### config.mk
export PLATFORM = sky130hd
export DESIGN_NAME = alu_cmd_issuer
export DESIGN_NICKNAME = d
export VERILOG_FILES = /design/src/rtl/alu_cmd_issuer.sv
export SDC_FILE = /design/constraint.sdc
export NUM_CORES = 1
export LEC_CHECK = 0
export ABC_AREA = 1
export ABC_CLOCK_PERIOD_IN_PS = 2300
export CORE_UTILIZATION = 58
export DETAILED_ROUTE_END_ITERATION = 12
export DONT_BUFFER_PORTS = 1
export GPL_ROUTABILITY_DRIVEN = 0
export MAX_ROUTING_LAYER = met4
export PLACE_DENSITY = 0.74
export SLEW_MARGIN = 0
export SYNTH_ARGS = -nofsm -noshare
export SYNTH_HDL_FRONTEND = slang
export SYNTH_SLANG_ARGS = --single-unit
### constraint.sdc
create_clock -name clk -period 2.3 [get_ports clk]
set_input_delay 0.23 -clock clk [delete_from_list [all_inputs] [get_ports clk]]
set_output_delay 0.23 -clock clk [all_outputs]
set_load 0.02 [all_outputs]
### src/rtl/alu_cmd_issuer.sv
// Command FIFO feeding a registered ALU: issues one command at a time, waits
// ALU_LAT cycles for the result, then holds it until the consumer accepts it.
module alu_cmd_issuer #(
    parameter int FIFO_DEPTH = 4,
    parameter int ALU_LAT    = 1
) (
    input  logic                         clk,
    input  logic                         rst_n,
    input  logic                         cmd_valid,
    output logic                         cmd_ready,
    input  logic [7:0]                   cmd_ab,
    input  logic [3:0]                   cmd_op,
    output logic [3:0]                   alu_a,
    output logic [3:0]                   alu_b,
    output logic [3:0]                   alu_op,
    input  logic [7:0]                   alu_res,
    output logic                         res_valid,
    input  logic                         res_ready,
    output logic [7:0]                   res_data,
    output logic [3:0]                   res_op,
    output logic                         busy,
    output logic [$clog2(FIFO_DEPTH):0]  level
);

    localparam int PW = $clog2(FIFO_DEPTH);
    localparam int CW = $clog2(ALU_LAT + 1);

    typedef enum logic [1:0] {IDLE, WAIT, HOLD} state_t;

    state_t        state_q, state_d;
    logic [11:0]   mem [FIFO_DEPTH];
    logic [11:0]   head;
    logic [PW-1:0] wr_ptr, rd_ptr;
    logic [CW-1:0] cnt;
    logic          push, pop, capture, res_done;
    logic          empty, full;

    assign empty     = (level == '0);
    assign full      = (level == (PW + 1)'(FIFO_DEPTH));
    assign cmd_ready = !full;
    assign push      = cmd_valid && !full;
    assign head      = mem[rd_ptr];
    assign busy      = (state_q != IDLE) || !empty;

    // NOTE: every output of this block gets a default first so no latch is inferred.
    always_comb begin
        state_d  = state_q;
        pop      = 1'b0;
        capture  = 1'b0;
        res_done = 1'b0;
        case (state_q)
            IDLE: if (!empty) begin
                pop     = 1'b1;
                state_d = WAIT;
            end
            WAIT: if (cnt == '0) begin
                capture = 1'b1;
                state_d = HOLD;
            end
            HOLD: if (res_ready) begin
                res_done = 1'b1;
                state_d  = IDLE;
            end
            default: state_d = IDLE;
        endcase
    end

    // NOTE: the storage array has no reset; an entry is only read after it was written.
    always_ff @(posedge clk) begin
        if (push) mem[wr_ptr] <= {cmd_ab, cmd_op};
    end

    always_ff @(posedge clk) begin
        if (!rst_n) begin
            state_q   <= IDLE;
            wr_ptr    <= '0;
            rd_ptr    <= '0;
            level     <= '0;
            cnt       <= '0;
            alu_a     <= '0;
            alu_b     <= '0;
            alu_op    <= '0;
            res_data  <= '0;
            res_op    <= '0;
            res_valid <= 1'b0;
        end else begin
            state_q <= state_d;
            if (push) wr_ptr <= wr_ptr + 1'b1;
            if (pop) begin
                rd_ptr                <= rd_ptr + 1'b1;
                {alu_a, alu_b, alu_op} <= head;
                cnt                   <= CW'(ALU_LAT);
            end else if (state_q == WAIT && cnt != '0) begin
                cnt <= cnt - 1'b1;
            end
            case ({push, pop})
                2'b10:   level <= level + 1'b1;
                2'b01:   level <= level - 1'b1;
                default: ;
            endcase
            if (capture) begin
                res_data  <= alu_res;
                res_op    <= alu_op;
                res_valid <= 1'b1;
            end else if (res_done) begin
                res_valid <= 1'b0;
            end
        end
    end

endmodule

==> qor.yml, run 1 <==
detailed_routing:
  dr.pass1.iters: 4
  drt_iter0_markers: 111
  avgViaCountPerCell: 5.061
  vias: 2505
  drtAntennaViolNets: 0
  drc_errors: 0
  wirelength_um: 6730
  wire_per_inst_um: 13.60
timing:
  slew_headroom: 0.6139
  min_period_ps: 2072
  tightestPinTransition_ps: 578.5
  hold_violations: 0
  tns_ps: 0
  rsz0062_at_grt: "no"
  fin_ws_ps: 227.7
  period_share: 0.9010
  slew_violations: 0
  setup_viol: 0
  max_freq_mhz: 482.5
  finClkSkew_ps: 9.650
clock_tree:
  clock_sinks: 83
  cts-resized-gates: 0
  clk_pin_slew_worst_paths_ps: 80
  cts-root-buf: "clkbuf_8"
  h-tree-depth: 3
  insertion_delay_ps: 340
  cts_tree: "built"
  cts_setup_buffers: 0
  cts_buffers: 9
  ctsHoldBuffers: 14
  clk_path_buf_depth: 2
cells_and_area:
  final_cell_area_um2: 3914
  drive_above_1_share: 0.06429
  syn_to_final_growth_pct: 10.73
  antenna_cells: 0
  final_nets: 445
place:
  placed_area_um2: 3595
  place_hpwl_um: 4107
  portBuffers: 0
  pre_cts_slack_ps: 249.4
logic_synthesis:
  synthAdderAreaFrac: 0.02336
  netlist_top_cells_area: "edfxtp_1, dfxtp_1, nand2_1"
  async_flop_share: 0
  synth_top_family_by_area: "simple AND/OR/NAND/NOR gates"
  syn_area_per_cell_um2: 8.903
  yosysTopAreaCell: "edfxtp_1"
  synth_commonest_cells: "nand2_1, inv_1, edfxtp_1"
  synth_edf_count: 48
  synth_xor_area_frac: 0.002478
  yosysMostFrequentCell: "nand2_1"
  synth_area_um2: 3535
  ys_seq_area_frac: 0.6060
  yosysTopAreaCellShare: 0.4078
  synth-simple-area-share: 0.2237
  synth.distinct_cells: 21
  synth-main-ff-cell: "edfxtp_1"
  netlist_instances: 397
  synth_warnings: 0
  synthMuxAreaShare: 0
  synth.ff_latch_count: 83
  synth-compound-area-share: 0.03434
  syn_nets: 427
run:
  max-cap-violations: 0
setup_path:
  path_max_fanout: 7
  crit_required_ps: 2540
  critPathCaptureType: "flip-flop"
  critPathArrivalTime_ps: 2310
  start_kind: "flip-flop"
  criticalPathCategory: "flip-flop to flip-flop"
outcome:
  status: "complete, no violations"
floorplanning:
  die_w_um: 80.07
  rows: 28
  die_h_um: 80.07
  dieArea_um2: 6410
  initial_core_util: 0.6006
  ioPinCount: 54
  core_um2: 5886
hold_path:
  hold_class: "input pin to flip-flop"
global_route:
  antenna_found_initial: 0
  grt_pass1_wl_um: 10620
  track_usage: 0.2327
  grt_max_degree: 29
  grt_pass1_vias: 2296
  grt_overflow_total: 0
power:
  power_density_nw_per_um2: 1191
  power.leakage_nw: 1.741
  ir_drop_mv: 0.6927
layer usage:
metal	global-route usage	up-vias	routed length, um
met1	0.2742	1148	2884
met2	0.3641	77	3327
met5	-	-	0
li1	-	1264	-
met3	0.05114	16	388
met4	0.1446	0	130
critical path: stages (launching register included):
cell	delay [ps]
dfxtp_1	530
nor2_2	80
nand2_1	90
nand2_1	170
ha_1	300
fa_1	410
nand2_1	120
nand3_1	80
o21ai_0	140
nor2_1	50
cell usage in the layout, fill, tap and decap left out:
| cell | netlist | final |
|---|---|---|
| nand2_1 | 109 | 109 |
| inv_1 | 75 | 75 |
| edfxtp_1 | 48 | 48 |
| nand3_1 | 42 | 42 |
| dfxtp_1 | 35 | 35 |
| nor2_1 | 34 | 34 |
| a21oi_1 | 19 | 19 |
| dlygate4sd3_1 | 0 | 14 |
| clkbuf_8 | 0 | 9 |
| buf_4 | 5 | 9 |
| ha_1 | 5 | 5 |
| o21ai_0 | 4 | 4 |
| clkbuf_1 | 3 | 3 |
| nor2_2 | 2 | 2 |
| nand2_2 | 2 | 2 |
| clkinv_2 | 0 | 2 |
| nor2_4 | 1 | 1 |
| xor2_1 | 1 | 1 |
| inv_4 | 1 | 1 |
| a31oi_1 | 1 | 1 |
| nand3b_1 | 1 | 1 |
| fa_1 | 1 | 1 |
| clkinv_1 | 0 | 1 |
| bufinv_16 | 0 | 1 |
metrics by stage:
step / util / power [mW] / hold WS [ps] / std cells
floorplan: - / 3.421 / 328.9 / 397
global placement: 0.6108 / 3.625 / 329.0 / 465
detailed placement: 0.6108 / 3.676 / 329.0 / 465
CTS: 0.6650 / 4.680 / 0.5614 / 495
global route: 0.6650 / 5.011 / 3.206 / 495
finish: 0.6650 / 4.660 / 13.57 / 495
area by class of cell:
cell class                 count  area (um2)
clock inverter                 4       43.79
fill                         476        1972
sequential                    83        2142
tap                           75       93.84
multi-input combinational    222        1003
clock buffer                  12       135.1
timing repair buffer          23       207.7
inverter                      76       287.8
logic make-up (layout without fill, tap and decap cells):
family                   after synthesis  count (layout)
AND/OR/NAND/NOR                      191             191
buffers and inverters                 92             115
flip-flops                            83              83
AO/OA/AOI/OAI                         24              24
adder cells (fa/ha/maj)                6               6
XOR/XNOR                               1               1
registers in the layout, summed over array words and instances, names as in the netlist, 3 cells and up:
register	cells
alu_a	4
alu_b	4
alu_op	4
level	3
mem	48
res_data	8
res_op	4
power by group:
part           leakage, nW  switching, mW  total, mW  internal [mW]
clock network       0.0918          0.490      0.987          0.497
logic                0.921           1.01       1.50          0.495
registers            0.728          0.337       2.17           1.84
total                 1.74           1.83       4.66           2.83
final timing paths:
kind | from | end | slack, ps | cells after the start
worst max-delay path | level[1] | level[2] | 230 | 9
worst max register to register | level[1] | level[2] | 230 | 9
worst min register to register | cnt | state_q[0] | 500 | 2
worst min-delay path | rst_n | level[2] | 10 | 2
Power figures use the tool's default switching activity.
==> run 2, diff against run 1 <==
--- a/config.mk
+++ b/config.mk
@@ -7,6 +7,7 @@
 export LEC_CHECK = 0
 export ABC_AREA = 1
 export ABC_CLOCK_PERIOD_IN_PS = 2300
+export CORE_MARGIN = 2
 export CORE_UTILIZATION = 58
 export DETAILED_ROUTE_END_ITERATION = 12
 export DONT_BUFFER_PORTS = 1
==> qor.yml, run 2 (synthesis gave the netlist of run 1 again) <==
timing:
  min_period_ps: 1860  # was 2072 ps
  slew_violations: 0  # unchanged
  hold_violations: 0  # unchanged
  max_freq_mhz: 537.6  # was 482.5 MHz
  period_share: 0.8087  # was 0.9010
  slew_headroom: 0.5594  # was 0.6139
  holdWs_ps: 20.27  # was 13.57 ps
  setup_viol: 0  # unchanged
  tns_ps: 0  # unchanged
  finClkSkew_ps: 10.41  # was 9.650 ps
  rsz0062_at_grt: "no"  # unchanged
  tightestPinTransition_ps: 660.0  # was 578.5 ps
setup_path:
  slowest_stage: "dfxtp_1"  # unchanged
  critPathCaptureType: "flip-flop"  # unchanged
  start_kind: "flip-flop"  # unchanged
  crit_required_ps: 2550  # was 2540 ps
  crit_chain: "nand2_1 > nand2_1 > ha_1 > fa_1 > nand2_1 > nand3_1 > o21ai_0 > nor2_1"  # was nor2_2 > nand2_1 > nand2_1 > ha_1 > fa_1 > nand2_1 > nand3_1 > o21ai_0 > nor2_1
  criticalPathCategory: "flip-flop to flip-flop"  # unchanged
  path_max_fanout: 7  # unchanged
  cp_slowest_stage_delay_ps: 400  # was 530 ps
  crit_family: "adder cells"  # unchanged
  critPathArrivalTime_ps: 2110  # was 2310 ps
  crit_top_cell: "nand2_1"  # unchanged
  path_buf_inv: 0  # unchanged
cells_and_area:
  final_nets: 446  # was 445
  drive_above_1_share: 0.06651  # was 0.06429
  reg_top3: "mem (48), res_data (8)"  # unchanged
  largest_reg_flops: 48  # unchanged
  antenna_cells: 0  # unchanged
  final_core_util: 0.6638  # was 0.6650
  final_common_cell: "nand2_1"  # unchanged
  syn_to_final_growth_pct: 11.19  # was 10.73%
  top_register: "mem"  # unchanged
  most-common-layout-cells: "nand2_1, inv_1, edfxtp_1"  # unchanged
power:
  sequentialPowerShare: 0.460  # was 0.466
  clock_power_share: 0.214  # was 0.212
  power.leakage_nw: 1.750  # was 1.741 nW
  p_sw_frac: 0.3898  # was 0.3934
  totalPowerFinal_mw: 4.692  # was 4.660 mW
  power_density_nw_per_um2: 1194  # was 1191 nW/um2
  p_switching_mw: 1.829  # was 1.833 mW
  ir_drop_mv: 0.8205  # was 0.6927 mV
  p_int_mw: 2.863  # was 2.827 mW
  pwr-share-comb: 0.326  # was 0.322
global_route:
  top_usage_layer: "met2"  # unchanged
  gr-usage-met3: 0.04835  # was 0.05114
  grt_pass1_vias: 2324  # was 2296
  grt_max_degree: 29  # unchanged
  grt_pass1_wl_um: 10280  # was 10620 um
  track_usage: 0.2142  # was 0.2327
  met1_usage: 0.2366  # was 0.2742
  globalRouteMet2Util: 0.3553  # was 0.3641
  grt_overflow_total: 0  # unchanged
  antenna_found_initial: 0  # unchanged
place:
  place_hpwl_um: 3943  # was 4107 um
  portBuffers: 0  # unchanged
clock_tree:
  h-tree-depth: 3  # unchanged
  clk_path_buf_depth: 2  # unchanged
  cts-root-buf: "clkbuf_8"  # unchanged
  clock_sinks: 83  # unchanged
  cts_buffers: 9  # unchanged
  clk_pin_slew_worst_paths_ps: 80  # about the same
  cts-resized-gates: 0  # unchanged
  cts_tree: "built"  # unchanged
  insertion_delay_ps: 350  # was 340 ps
  cts_setup_buffers: 0  # unchanged
detailed_routing:
  dr.pass1.iters: 4  # unchanged
  drt_iter0_markers: 99  # was 111
  drtAntennaViolNets: 0  # unchanged
  drc_errors: 0  # unchanged
  wire_per_inst_um: 13.25  # was 13.60 um
  vias: 2459  # was 2505
  wirelength_um: 6571  # was 6730 um
  avgViaCountPerCell: 4.958  # was 5.061
floorplanning:
  dieArea_um2: 6735  # was 6410 um2
  rows: 28  # unchanged
  die_w_um: 82.07  # was 80.07 um
  die_h_um: 82.07  # was 80.07 um
  ioPinCount: 54  # unchanged
  core_um2: 5921  # was 5886 um2
  initial_core_util: 0.5970  # was 0.6006
outcome:
  status: "complete, no violations"  # unchanged
hold_path:
  hold_class: "input pin to flip-flop"  # unchanged
run:
  max-cap-violations: 0  # unchanged
run 2: cell count changes in the layout (fill, tap and decap cells not counted):
cell,change
buf_4,+1
clkbuf_1,-1
clkbuf_8,+1
clkinv_1,+1
clkinv_2,-1
run 2: through the flow:
stage               setup slack [ps]  cell area, um2  std cells
floorplan                      215.6            3535        397
global placement               540.3            3602        466
detailed placement             473.6            3602        466
CTS                            445.1            3930        496
global route                   243.0            3930        496
finish                         440.0            3930        496
run 2: power groups by stage:
| stage | logic [mW] | registers (mW) | clock network [mW] |
|---|---|---|---|
| CTS | 1.53 | 2.16 | 1.03 |
| global placement | 1.43 | 2.19 | 0 |
| finish | 1.53 | 2.16 | 1.00 |
| floorplan | 1.26 | 2.16 | 0 |
| global route | 1.75 | 2.20 | 1.08 |
| detailed placement | 1.48 | 2.20 | 0 |
run 2: worst paths after layout:
check	slack (ps)	cells past startpoint	from	to
max	440	8	level[2]	level[2]
min	20	2	rst_n	level[1]
max reg2reg	440	8	level[2]	level[2]
min reg2reg	480	2	cnt	state_q[0]
run 2: routing by layer:
layer	share of wire	routed length (um)
met5	0	0
met2	0.48	3184
met3	0.063	414
met4	0.018	120
met1	0.43	2852
run 2: final cells by class:
class,instances,area (um2)
Clock inverter,4,42.54
Sequential cell,83,2142
Inverter,76,287.8
Multi-Input combinational cell,222,1003
Tap cell,75,93.84
Clock buffer,12,145.1
Fill cell,479,1991
Timing Repair Buffer,24,215.2
run 2: what timing repair did:
| item | CTS | global route |
|---|---|---|
| hold buffers | 14 | 0 |
| setup endpoints to repair | 0 | 0 |
| hold endpoints to repair | 58 | 0 |
run 2: worst reg2reg max path, stage by stage, from the launching register on:
cell	delay, ps
dfxtp_1	400
nand2_1	120
nand2_1	160
ha_1	290
fa_1	390
nand2_1	100
nand3_1	70
o21ai_0	160
nor2_1	50
